`config.mk`:
```
export PLATFORM = sky130hd
export DESIGN_NAME = cdc_handshake_tx_flat
export DESIGN_NICKNAME = d
export VERILOG_FILES = /design/src/rtl/cdc_handshake_tx_if.sv /design/src/rtl/cdc_handshake_tx.sv /design/src/flat_wrapper.sv
export SDC_FILE = /design/constraint.sdc
export NUM_CORES = 1
export LEC_CHECK = 0
export ABC_AREA = 1
export CORE_UTILIZATION = 38
export CTS_BUF_LIST = sky130_fd_sc_hd__clkbuf_2
export DETAILED_ROUTE_END_ITERATION = 6
export PLACE_DENSITY = 0.78
export SYNTH_ARGS = -nofsm -noshare
export SYNTH_HDL_FRONTEND = slang
export SYNTH_SLANG_ARGS = --single-unit
```
`constraint.sdc`:
```
create_clock -name clk -period 1.15 [get_ports clk]
set_input_delay 0.345 -clock clk [delete_from_list [all_inputs] [get_ports clk]]
set_output_delay 0.345 -clock clk [all_outputs]
set_load 0.02 [all_outputs]
```
`src/rtl/cdc_handshake_tx_if.sv`:
```
// Local producer port and remote req/ack/data port of the
// 4-phase bundled-data crossing launch end.
interface cdc_handshake_tx_if #(
   parameter int DATA_W = 32
);
   logic              in_valid;
   logic [DATA_W-1:0] in_data;
   logic              in_ready;
   logic              xfer_req;
   logic [DATA_W-1:0] xfer_data;
   logic              xfer_ack;
   logic              busy;
   logic              done;

   modport slave (
      input  in_valid,
      input  in_data,
      input  xfer_ack,
      output in_ready,
      output xfer_req,
      output xfer_data,
      output busy,
      output done
   );

   modport master (
      output in_valid,
      output in_data,
      output xfer_ack,
      input  in_ready,
      input  xfer_req,
      input  xfer_data,
      input  busy,
      input  done
   );
endinterface

```
`src/rtl/cdc_handshake_tx.sv`:
```
// Launch end of a 4-phase req/ack bundled-data CDC.
// xfer_ack is only ever seen through the local synchronizer chain.
module cdc_handshake_tx #(
   parameter int DATA_W      = 32,
   parameter int SYNC_STAGES = 2
) (
   input  logic              clk,
   input  logic              rst,
   cdc_handshake_tx_if.slave bus
);
   localparam logic [1:0] S_IDLE = 2'd0;
   localparam logic [1:0] S_REQ  = 2'd1;
   localparam logic [1:0] S_REL  = 2'd2;

   logic [1:0]             r_state;
   logic                   r_req;
   logic [DATA_W-1:0]      r_data;
   logic                   r_done;
   logic [SYNC_STAGES-1:0] r_sync;

   logic w_ack_s;
   logic w_ready;
   logic w_accept;

   assign w_ack_s  = r_sync[SYNC_STAGES-1];
   // A stale ack left over from before reset blocks new words
   assign w_ready  = (r_state == S_IDLE) && !w_ack_s;
   assign w_accept = bus.in_valid && w_ready;

   always_ff @(posedge clk or posedge rst) begin
      if (rst) begin
         r_state <= S_IDLE;
         r_req   <= 1'b0;
         r_data  <= '0;
         r_done  <= 1'b0;
         r_sync  <= '0;
      end else begin
         r_sync <= {r_sync[SYNC_STAGES-2:0], bus.xfer_ack};
         r_done <= 1'b0;
         case (r_state)
            S_IDLE: begin
               if (w_accept) begin
                  r_data  <= bus.in_data;
                  r_req   <= 1'b1;
                  r_state <= S_REQ;
               end
            end
            S_REQ: begin
               if (w_ack_s) begin
                  r_req   <= 1'b0;
                  r_state <= S_REL;
               end
            end
            S_REL: begin
               if (!w_ack_s) begin
                  r_done  <= 1'b1;
                  r_state <= S_IDLE;
               end
            end
            default: begin
               r_req   <= 1'b0;
               r_state <= S_IDLE;
            end
         endcase
      end
   end

   assign bus.in_ready  = w_ready;
   assign bus.xfer_req  = r_req;
   assign bus.xfer_data = r_data;
   assign bus.busy      = (r_state != S_IDLE);
   assign bus.done      = r_done;
endmodule

```
`src/flat_wrapper.sv`:
```
// flat-port wrapper written by rule: the top's interface ports become plain ports
module cdc_handshake_tx_flat 
#(
   parameter int DATA_W      = 32,
   parameter int SYNC_STAGES = 2
)
  (clk, rst, bus_in_valid, bus_in_data, bus_xfer_ack, bus_in_ready, bus_xfer_req, bus_xfer_data, bus_busy, bus_done);
  cdc_handshake_tx_if #(.DATA_W(DATA_W)) bus_i ();
  input  logic clk;
  input  logic rst;
  input wire logic [$bits(bus_i.in_valid)-1:0] bus_in_valid;
  input wire logic [$bits(bus_i.in_data)-1:0] bus_in_data;
  input wire logic [$bits(bus_i.xfer_ack)-1:0] bus_xfer_ack;
  output wire logic [$bits(bus_i.in_ready)-1:0] bus_in_ready;
  output wire logic [$bits(bus_i.xfer_req)-1:0] bus_xfer_req;
  output wire logic [$bits(bus_i.xfer_data)-1:0] bus_xfer_data;
  output wire logic [$bits(bus_i.busy)-1:0] bus_busy;
  output wire logic [$bits(bus_i.done)-1:0] bus_done;
  assign bus_i.in_valid = bus_in_valid;
  assign bus_i.in_data = bus_in_data;
  assign bus_i.xfer_ack = bus_xfer_ack;
  assign bus_in_ready = bus_i.in_ready;
  assign bus_xfer_req = bus_i.xfer_req;
  assign bus_xfer_data = bus_i.xfer_data;
  assign bus_busy = bus_i.busy;
  assign bus_done = bus_i.done;
  cdc_handshake_tx #(.DATA_W(DATA_W), .SYNC_STAGES(SYNC_STAGES)) u_core (.clk(clk), .rst(rst), .bus(bus_i));
endmodule
```
==> impl_metrics.csv <==
group,metric,value,unit
status,outcome,"complete, but fails checks",
status,violations,"setup timing",
critical_path,crit_fanout,2,
layout,nFillCells,309,
floorplanning,die_area,4363,um2
synthesis,yosys.area.top_type,"dfrtp_1",
critical_path,crit_type,"flop to primary output",
clock_tree,numClockSinks,38,
clock_tree,numCtsBuffers,5,
global_routing,grt_max_degree,34,
global_routing,grt_use_total,0.1983,
critical_path,rr_endpoint,"u_core.bus.xfer_data[10]",
sta,tightest_slew,0.3548,ns
detailed_routing,wl,3.913,mm
critical_path,r2r_cells,6,
layout,design_area,2574,um2
detailed_routing,vias_per_cell,4.851,
critical_path,crit_required,0.81,ns
synthesis,synth_top_area_share,0.6100,
layout,antenna_cells,0,
floorplanning,die_width,66.05,um
detailed_routing,antenna_left,0,
flow_run,max_cap_viol_count,0,
synthesis,postSynthCellCount,163,
worst_hold_path,hold_path_class,"input pin to asynchronous set/reset pin",
sta,fin_crit,1.543,ns
critical_path,r2r_start,"u_core.r_state[1]",
clock_tree,clk_pin_slew,0.19,ns
layout,final_util,0.6775,
global_routing,grt_pass1_wl,6.382,mm
detailed_routing,drt-initial-drc-count,74,
synthesis,synth_nets,199,
clock_tree,clockRootBuffer,"clkbuf_2",
floorplanning,die_h,66.05,um
sta,period_share,1.342,
detailed_routing,drc,0,
sta,finalHoldViolations,0,
synthesis,ys_seq_area_frac,0.6100,
floorplanning,core.rowCount,22,
global_routing,grt_overflow,0,
clock_tree,htree_levels,2,
critical_path,worstPathArrival,1.20,ns
sta,setup_viol,70,
power_and_ir_drop,ir_drop,0.0009889,V
synthesis,synthTopCellsByArea,"dfrtp_1 (61%), nand2_1 (16%), nand4_1 (13%)",
sta,hold_ws,0.3043,ns
floorplanning,start_util,0.4104,
floorplanning,io_pins,72,
placement,placed_cell_area,2406,um2
sta,rsz0062_at_grt,"yes",
layout,final_cell_mix,"nand2_1 (68), dfrtp_1 (38), clkdlybuf4s50_1 (35), buf_6 (35), nand4_1 (32)",
synthesis,netlist_area,1559,um2
clock_tree,hold_buffers,0,
power_and_ir_drop,p_leak,1.308,nW
placement,dp_hpwl,2.587,mm
layout,layout_commonest_cell,"nand2_1",
placement,dp.cells,282,
critical_path,r2r_slack,-0.33,ns
sta,setup_tns,-15.49,ns
detailed_routing,wl_per_cell,12.96,um
sta,fmax,0.6480,GHz
power_and_ir_drop,total_power,4.769,mW
sta,fin_skew,0.01964,ns
placement,place_congestion,0.7127,
placement,dp_slack,-0.4135,ns
layout,drive_gt1_frac,0.2913,
placement,port_buffers,71,
synthesis,synth_warnings,0,
detailed_routing,drtPass1Iterations,4,
floorplanning,design.core.area,3799,um2
layout,final_cells,302,
critical_path,start_kind,"flop",
sta,slew_violations,0,
global_routing,grt_pass1_vias,1446,
layout,areaGrowthSynthToFinish,65.09,%
synthesis,yosysUniqueCellTypes,13,
synthesis,synth_seq_cells,38,
layout,final_nets,289,
sta,setup_ws,-0.3932,ns
clock_tree,clock_latency,0.39,ns
clock_tree,tritoncts,"yes",
clock_tree,clk_path_buf_depth,2,
power_and_ir_drop,power.density,1853,nW/um2
detailed_routing,vias,1465,
synthesis,synth.avg_cell_area,9.564,um2
critical_path,cp-end-kind,"primary output",
sta,max_slew_margin,0.7634,
global_routing,antenna_found_initial,0,
-- what timing repair did --
item,in CTS,in global routing
buffers inserted,6,6
resized for setup,214,0
hold endpoints to repair,0,0
setup endpoints to repair,70,70
pin swaps,0,1
-- Yosys cell counts --
cell type	n
nor2_1	2
inv_1	4
nor2_4	1
inv_2	1
clkbuf_1	1
dfrtp_1	38
buf_2	9
nand2_1	68
nand3_4	1
a21oi_1	1
nand4_1	32
buf_6	3
o21ai_0	2
-- layer usage --
layer | vias to the layer above | track usage | wire [um]
met4 | 0 | 0.04787 | 46
met3 | 5 | 0.07931 | 274
met1 | 679 | 0.2109 | 1608
met2 | 53 | 0.3622 | 1985
met5 | - | 0 | 0
li1 | 728 | - | -
-- registers in the layout, indices dropped and copies added, names as in the netlist --
signal,count
u_core.bus.done,1
u_core.r_state,2
u_core.r_sync,2
u_core.bus.xfer_data,32
u_core.bus.xfer_req,1
-- critical path, cell delays in order, from the launching register on --
cell and delay (ns):
dfrtp_1 0.45, nor2_4 0.12, inv_2 0.05, nor2_4 0.07, buf_6 0.11
-- logic make-up after synthesis --
| kind of cell | share of synthesized area |
|---|---|
| buffers and inverters | 0.06500 |
| DFF | 0.6100 |
| AOI/OAI and AO/OA | 0.009628 |
| and+or+nand+nor | 0.3154 |
-- how the worst max path moves through the flow --
stage               slack [ns]           end         startpoint  depth (start not counted)
global route             -0.49  bus_in_ready  u_core.r_state[1]                          4
detailed placement       -0.41  bus_in_ready  u_core.r_state[0]                          4
global placement         -0.40  bus_in_ready  u_core.r_state[0]                          4
floorplan                -0.04  bus_in_ready  u_core.r_state[0]                          3
finish                   -0.39  bus_in_ready  u_core.r_state[1]                          4
CTS                      -0.42  bus_in_ready  u_core.r_state[0]                          4
-- final cells by class --
class                      instances  area, um2  area share
tap                               48      60.06     0.02333
sequential                        38      950.9      0.3695
inverter                           5      22.52    0.008751
clock inverter                     2      8.758    0.003403
multi-input combinational        107      514.2      0.1998
clock buffer                       6      30.03     0.01167
timing repair buffer              96      987.2      0.3836
-- where the power goes --
part	internal, mW	switching (mW)
sequential	1.70	0.278
combinational	1.16	1.07
clock	0.149	0.414
Power figures use the tool's default switching activity.
==> patch 1: new RTL, same settings <==
Reset style: synchronous (`rst`), changed in one clocked block.
--- a/src/rtl/cdc_handshake_tx.sv
+++ b/src/rtl/cdc_handshake_tx.sv
@@ -27,7 +27,7 @@
    assign w_ready  = (r_state == S_IDLE) && !w_ack_s;
    assign w_accept = bus.in_valid && w_ready;
 
-   always_ff @(posedge clk or posedge rst) begin
+   always_ff @(posedge clk) begin
       if (rst) begin
          r_state <= S_IDLE;
          r_req   <= 1'b0;
Check against the original RTL: differs if rst is asserted again (counterexample within 4 cycles, from zero or initial values and one cycle with rst high); with rst held inactive, the same outputs for 10 cycles.
==> patch 1 against the original RTL <==
The run still ends with negative setup slack left. Sequential share of layout area decreased by 9.4 points. Setup slack improved by 0.038 ns. Core utilization decreased by 6.2 points. Maximum frequency increased by 2.5%. Design area increased by 14%. Die area increased by 20%. Sequential cell count unchanged. Critical path depth unchanged. Non-clock buffer count decreased by 6. Wire length increased by 15%. Area after synthesis increased by 21%.
Power is not compared: it rests on default switching activity, and its combinational part moved more than twofold at a synthesized area within 25%.
==> patch 1: results (changes against the original RTL) <==
Outcome:
- Status: complete, but fails checks (unchanged).
- Violations in the final reports: negative setup slack (unchanged).

Critical path:
- The worst stage delay on the critical path came to 0.37 ns (was 0.45 ns).
- The type of the worst setup path is reg -> out (unchanged).
- The reg-to-reg startpoint is u_core.r_state[0]$_SDFFE_PP0P_ (was u_core.r_state[1]$_DFFE_PP0P_).
- The worst flop-to-flop path endpoint was u_core.bus.xfer_data[1]$_SDFFE_PP0P_ (was u_core.bus.xfer_data[10]$_DFFE_PP0P_).
- The arrival time at the worst endpoint is 1.16 ns (was 1.20 ns).
- The number of cells on the worst reg-to-reg path was 7 (was 6).
- The cell with the largest stage delay on the worst path is sky130_fd_sc_hd__dfxtp_2 (was sky130_fd_sc_hd__dfrtp_1).

Synth:
- The distinct cell type count after synthesis is 17 (was 13).
- Top post-synthesis cells by area: sky130_fd_sc_hd__dfxtp_1 (40%), sky130_fd_sc_hd__inv_1 (20%), sky130_fd_sc_hd__nand2_1 (13%) (was sky130_fd_sc_hd__dfrtp_1 (61%), sky130_fd_sc_hd__nand2_1 (16%), sky130_fd_sc_hd__nand4_1 (13%)).
- The sequential share of the synthesized area is 0.405 (was 0.610).
- The primary flip-flop cell chosen by synthesis mapping is sky130_fd_sc_hd__dfxtp_1 (was sky130_fd_sc_hd__dfrtp_1).
- Most common library cells after synthesis: sky130_fd_sc_hd__inv_1 (101), sky130_fd_sc_hd__nand2_1 (66), sky130_fd_sc_hd__dfxtp_1 (38) (was sky130_fd_sc_hd__nand2_1 (68), sky130_fd_sc_hd__dfrtp_1 (38), sky130_fd_sc_hd__nand4_1 (32)).
- The share of synthesized flip-flops with an asynchronous set or reset is 0 (was 1.00).
- The number of nets in the synthesized netlist is 335 (was 199).

STA:
- The final sum of negative setup slack is -8.87 ns (was -15.49 ns).
- The final setup violation count is 70 (unchanged).
- The final critical-path setup slack is -0.355 ns (was -0.393 ns).
- The remaining max-slew budget at the tightest pin is 0.831 (was 0.763).

Clock tree:
- The source-to-sink clock delay at the later pin of the worst-skew pair is 0.36 ns (was 0.39 ns).
- The maximum level of the CTS H-tree is 2 (unchanged).
- The clock slew at the register clock pins of the worst setup and hold paths is 0.17 ns (was 0.19 ns).

Global routing:
- The wire length of the first global-routing pass is 7290 µm (was 6380 µm).
- The via count of the first global-routing pass was 1,775 (was 1,446).
- The total global-route track usage was 0.179 (was 0.198).

Cells and area:
- The final layout net count is 416 (was 289).
- The fill cell total of the finished layout came to 446 (was 309).
- The share of cells above drive strength 1 is 0.271 (was 0.291).

Hold path:
- The class of the tightest hold or removal check was reg -> reg (was in -> async).

Detailed routing:
- The number of DRC markers after the initial detailed-route iteration is 83 (was 74).
- The final routed wire length divided by cell count is 10.1 µm (was 13.0 µm).
- The total number of vias is 1,905 (was 1,465).

Place:
- The detailed placement HPWL is 3030 µm (was 2590 µm).
==> patch 1: cell count changes after synthesis, moves of 3 or more <==
cell,before,now
sky130_fd_sc_hd__inv_1,4,101
sky130_fd_sc_hd__dfrtp_1,38,0
sky130_fd_sc_hd__dfxtp_1,0,38
sky130_fd_sc_hd__nor2_1,2,37
sky130_fd_sc_hd__buf_1,0,5
sky130_fd_sc_hd__buf_2,9,4
sky130_fd_sc_hd__clkbuf_1,1,4
==> patch 1: repair_timing <==
item,in CTS,in global routing
setup endpoints to repair,70,70
buffers inserted,1,5
pin swaps,2,1
gates resized for setup,251,1
==> patch 1: worst reg2reg max path: stages, from the launching register on <==
cell                      delay [ns]
sky130_fd_sc_hd__dfxtp_2        0.37
sky130_fd_sc_hd__nor2_4         0.16
sky130_fd_sc_hd__buf_6          0.27
sky130_fd_sc_hd__nand3_4        0.13
sky130_fd_sc_hd__buf_12         0.18
sky130_fd_sc_hd__nand2_1        0.08
sky130_fd_sc_hd__inv_1          0.03
sky130_fd_sc_hd__nor2_1         0.12
==> patch 1: through the flow <==
stage	cell area [µm²]	worst slack, ns	cells	hold WS (ns)	util
after floorplan	1900	-0.0681	299	0.388	-
after global placement	2750	-0.377	434	0.390	0.578
after detailed placement	2750	-0.373	434	0.398	0.578
after CTS	2880	-0.391	442	0.421	0.607
after global routing	2930	-0.443	447	0.436	0.615
final	2930	-0.355	447	0.416	0.615
==> patch 1: logic make-up after synthesis <==
logic type / Yosys count / synth area share
compound gates: 3 / 0.00798
simple gates: 139 / 0.333
buf+inv: 118 / 0.250
xor+xnor: 1 / 0.00466
flops: 38 / 0.405
==> patch 1: area by class of cell <==
class	instances	share of cell area
Clock buffer	7	0.0120
Timing Repair Buffer	90	0.327
Inverter	102	0.133
Tap cell	67	0.0287
Sequential cell	38	0.275
Multi-Input combinational cell	143	0.225
==> patch 1: metal layers <==
layer,track usage,part of all wire,vias to the layer above
met5,0,0,-
met4,0.0675,0.011,0
met3,0.0403,0.053,6
met2,0.327,0.51,59
met1,0.200,0.43,823
li1,-,-,1017
==> patch 1: report_power, final <==
group / switching, W / internal [W] / leakage, nW
logic: 0.000523 / 0.000541 / 1.28
registers: 0.0000813 / 0.00145 / 0.326
clock network: 0.000406 / 0.000159 / 0.0291
total: 0.00101 / 0.00215 / 1.63
==> patch 1: how the worst max path moves through the flow <==
stage,endpoint,cells after the start
after floorplan,bus_in_ready,4
after global placement,bus_in_ready,4
after detailed placement,bus_in_ready,4
after CTS,bus_busy,4
after global routing,bus_busy,4
final,bus_busy,4
==> patch 2: new RTL, same settings <==
Made on the original files. `DATA_W` is set to 32 in 3 places; all go to 28.
--- a/src/rtl/cdc_handshake_tx_if.sv
+++ b/src/rtl/cdc_handshake_tx_if.sv
@@ -1,7 +1,7 @@
 // Local producer port and remote req/ack/data port of the
 // 4-phase bundled-data crossing launch end.
 interface cdc_handshake_tx_if #(
-   parameter int DATA_W = 32
+   parameter int DATA_W = 28
 );
    logic              in_valid;
    logic [DATA_W-1:0] in_data;
--- a/src/rtl/cdc_handshake_tx.sv
+++ b/src/rtl/cdc_handshake_tx.sv
@@ -1,7 +1,7 @@
 // Launch end of a 4-phase req/ack bundled-data CDC.
 // xfer_ack is only ever seen through the local synchronizer chain.
 module cdc_handshake_tx #(
-   parameter int DATA_W      = 32,
+   parameter int DATA_W      = 28,
    parameter int SYNC_STAGES = 2
 ) (
    input  logic              clk,
--- a/src/flat_wrapper.sv
+++ b/src/flat_wrapper.sv
@@ -1,7 +1,7 @@
 // flat-port wrapper written by rule: the top's interface ports become plain ports
 module cdc_handshake_tx_flat 
 #(
-   parameter int DATA_W      = 32,
+   parameter int DATA_W      = 28,
    parameter int SYNC_STAGES = 2
 )
   (clk, rst, bus_in_valid, bus_in_data, bus_xfer_ack, bus_in_ready, bus_xfer_req, bus_xfer_data, bus_busy, bus_done);
Ports: changed (resized bus_in_data and bus_xfer_data); port bits go from 72 to 64. No check against the original RTL was run, so the function may have changed too.
==> patch 2 against the original RTL <==
The flow still finishes with violations (negative setup slack). Wire length is 16% lower. Sequential cell count is 4 lower. Design area is 9.0% lower. Combinational power is 5% lower. Via count is 9.1% lower. Clock power is 9.2% lower. Setup slack better by 0.062 ns. Total power is 8.1% lower. Non-clock buffer count is 1 higher. First-iteration DRC count is 20% lower. Area after synthesis is 10% lower. Worst hold slack better by 0.0077 ns. Critical path type unchanged. Critical endpoint unchanged.
==> patch 2: results (changes against the original RTL) <==
Synth:
- Top post-synthesis cells by area: sky130_fd_sc_hd__dfrtp_1 (61%), sky130_fd_sc_hd__nand2_1 (16%), sky130_fd_sc_hd__nand4_1 (13%) (unchanged).
- The number of cells produced by synthesis is 146 (was 163).
- Most common library cells after synthesis: sky130_fd_sc_hd__nand2_1 (60), sky130_fd_sc_hd__dfrtp_1 (34), sky130_fd_sc_hd__nand4_1 (28) (was sky130_fd_sc_hd__nand2_1 (68), sky130_fd_sc_hd__dfrtp_1 (38), sky130_fd_sc_hd__nand4_1 (32)).

Detailed routing:
- The total wire length is 3280 µm (was 3910 µm).
- The detailed route wirelength on metal2 is 1700 µm (was 1990 µm).
- The length of routed met3 wiring is 183 µm (was 274 µm).
- The total number of vias came to 1,331 (was 1,465).
- The number of DRC markers after the initial detailed-route iteration came to 59 (was 74).

STA:
- The remaining max-slew budget at the tightest pin is 0.816 (was 0.763).
- The clock skew after layout is 0.0129 ns (was 0.0196 ns).
- The final critical-path setup slack is -0.331 ns (was -0.393 ns).
- The final sum of negative setup slack is -11.10 ns (was -15.49 ns).
- The final setup violation count is 62 (was 70).

Place:
- The global placement routability congestion was 0.674 (was 0.713).
- The detailed placement HPWL is 2220 µm (was 2590 µm).
- The number of placed cells counting well taps came to 256 (was 282).
- The count of buffers inserted at the top-level ports came to 63 (was 71).

Global routing:
- The via count of the first global-routing pass is 1,188 (was 1,446).
- The wire length of the first global-routing pass is 5400 µm (was 6380 µm).
- The met3 track utilization from global routing is 0.0547 (was 0.0793).
- The largest net degree at the start of global routing is 35 (was 34).
- The met1 track demand over resource in global routing was 0.219 (was 0.211).
- The met2 usage in global routing is 0.295 (was 0.362).

Cells and area:
- The flip-flop count of the largest register after layout is 28 (was 32).
- The final standard cell count with taps included and fillers excluded was 284 (was 302).
- The fill cell total of the finished layout was 284 (was 309).
- The share of cells above drive strength 1 was 0.324 (was 0.291).

Outcome:
- Status: complete, but fails checks (unchanged).
- Violations in the final reports: negative setup slack (unchanged).

Clock tree:
- The clock slew at the register clock pins of the worst setup and hold paths is 0.15 ns (was 0.19 ns).
- The source-to-sink clock delay at the later pin of the worst-skew pair was 0.35 ns (was 0.39 ns).

Power:
- The peak supply drop is 0.000944 V (was 0.000989 V).
- The leakage power of the design is 1.22 nW (was 1.31 nW).

Critical path:
- The arrival time at the worst endpoint is 1.14 ns (was 1.20 ns).
## patch 2: cell types whose count changed after synthesis, sizes merged
cell,before,now
nand4,32,28
clkbuf,1,0
nand2,68,60
dfrtp,38,34
## patch 2: what timing repair did
| item | 4_1_cts | 5_1_grt |
|---|---|---|
| endpoints found under the setup margin | 62 | 62 |
| resized for setup | 191 | 0 |
| setup buffers | 11 | 10 |
| pin swaps | 0 | 1 |
## patch 2: cells by family after synthesis
family                 share of synthesized area
AOI/OAI and AO/OA                         0.0107
and+or+nand+nor                            0.304
DFF                                        0.609
buffers and inverters                     0.0762
## patch 2: area by class of cell
type	count	area, µm²	share of cell area
clock buffer	7	35.0	0.0150
multi-input combinational	95	447	0.191
inverter	5	18.8	0.00802
timing repair buffer	97	932	0.398
tap	46	57.6	0.0246
sequential	34	851	0.363
## patch 2: path summary, 6_finish.rpt
path | depth (start not counted) | end | slack, ns | start
max in group asynchronous | 3 | u_core.bus.xfer_data[9]$_DFFE_PP0P_ | 0.65 | rst
max | 4 | bus_in_ready | -0.33 | u_core.r_state[1]$_DFFE_PP0P_
min | 3 | u_core.bus.xfer_data[4]$_DFFE_PP0P_ | 0.31 | rst
min reg2reg | 0 | u_core.r_sync[1]$_DFF_PP0_ | 0.37 | u_core.r_sync[0]$_DFF_PP0_
max reg2reg | 6 | u_core.bus.xfer_data[10]$_DFFE_PP0P_ | -0.28 | u_core.r_state[1]$_DFFE_PP0P_
min in group clk | 0 | u_core.r_sync[1]$_DFF_PP0_ | 0.37 | u_core.r_sync[0]$_DFF_PP0_
## patch 2: through the flow
| step | power [W] | area, µm² | setup slack (ns) | hold slack [ns] |
|---|---|---|---|---|
| after floorplan | 0.00258 | 1400 | -0.148 | 0.331 |
| after global placement | 0.00344 | 2110 | -0.425 | 0.333 |
| after detailed placement | 0.00347 | 2110 | -0.425 | 0.337 |
| after CTS | 0.00427 | 2270 | -0.366 | 0.296 |
| after global routing | 0.00465 | 2340 | -0.408 | 0.280 |
| final | 0.00438 | 2340 | -0.331 | 0.312 |
## patch 2: where the power goes
part	switching (W)	internal [W]
logic	0.000965	0.00115
clock network	0.000354	0.000159
registers	0.000234	0.00152
total	0.00155	0.00283
## patch 2: critical path, cell delays in order (launching register included)
cell and delay [ns]:
sky130_fd_sc_hd__dfrtp_1 0.43, sky130_fd_sc_hd__nor2_4 0.12, sky130_fd_sc_hd__inv_2 0.05, sky130_fd_sc_hd__nor2_4 0.07, sky130_fd_sc_hd__buf_6 0.11
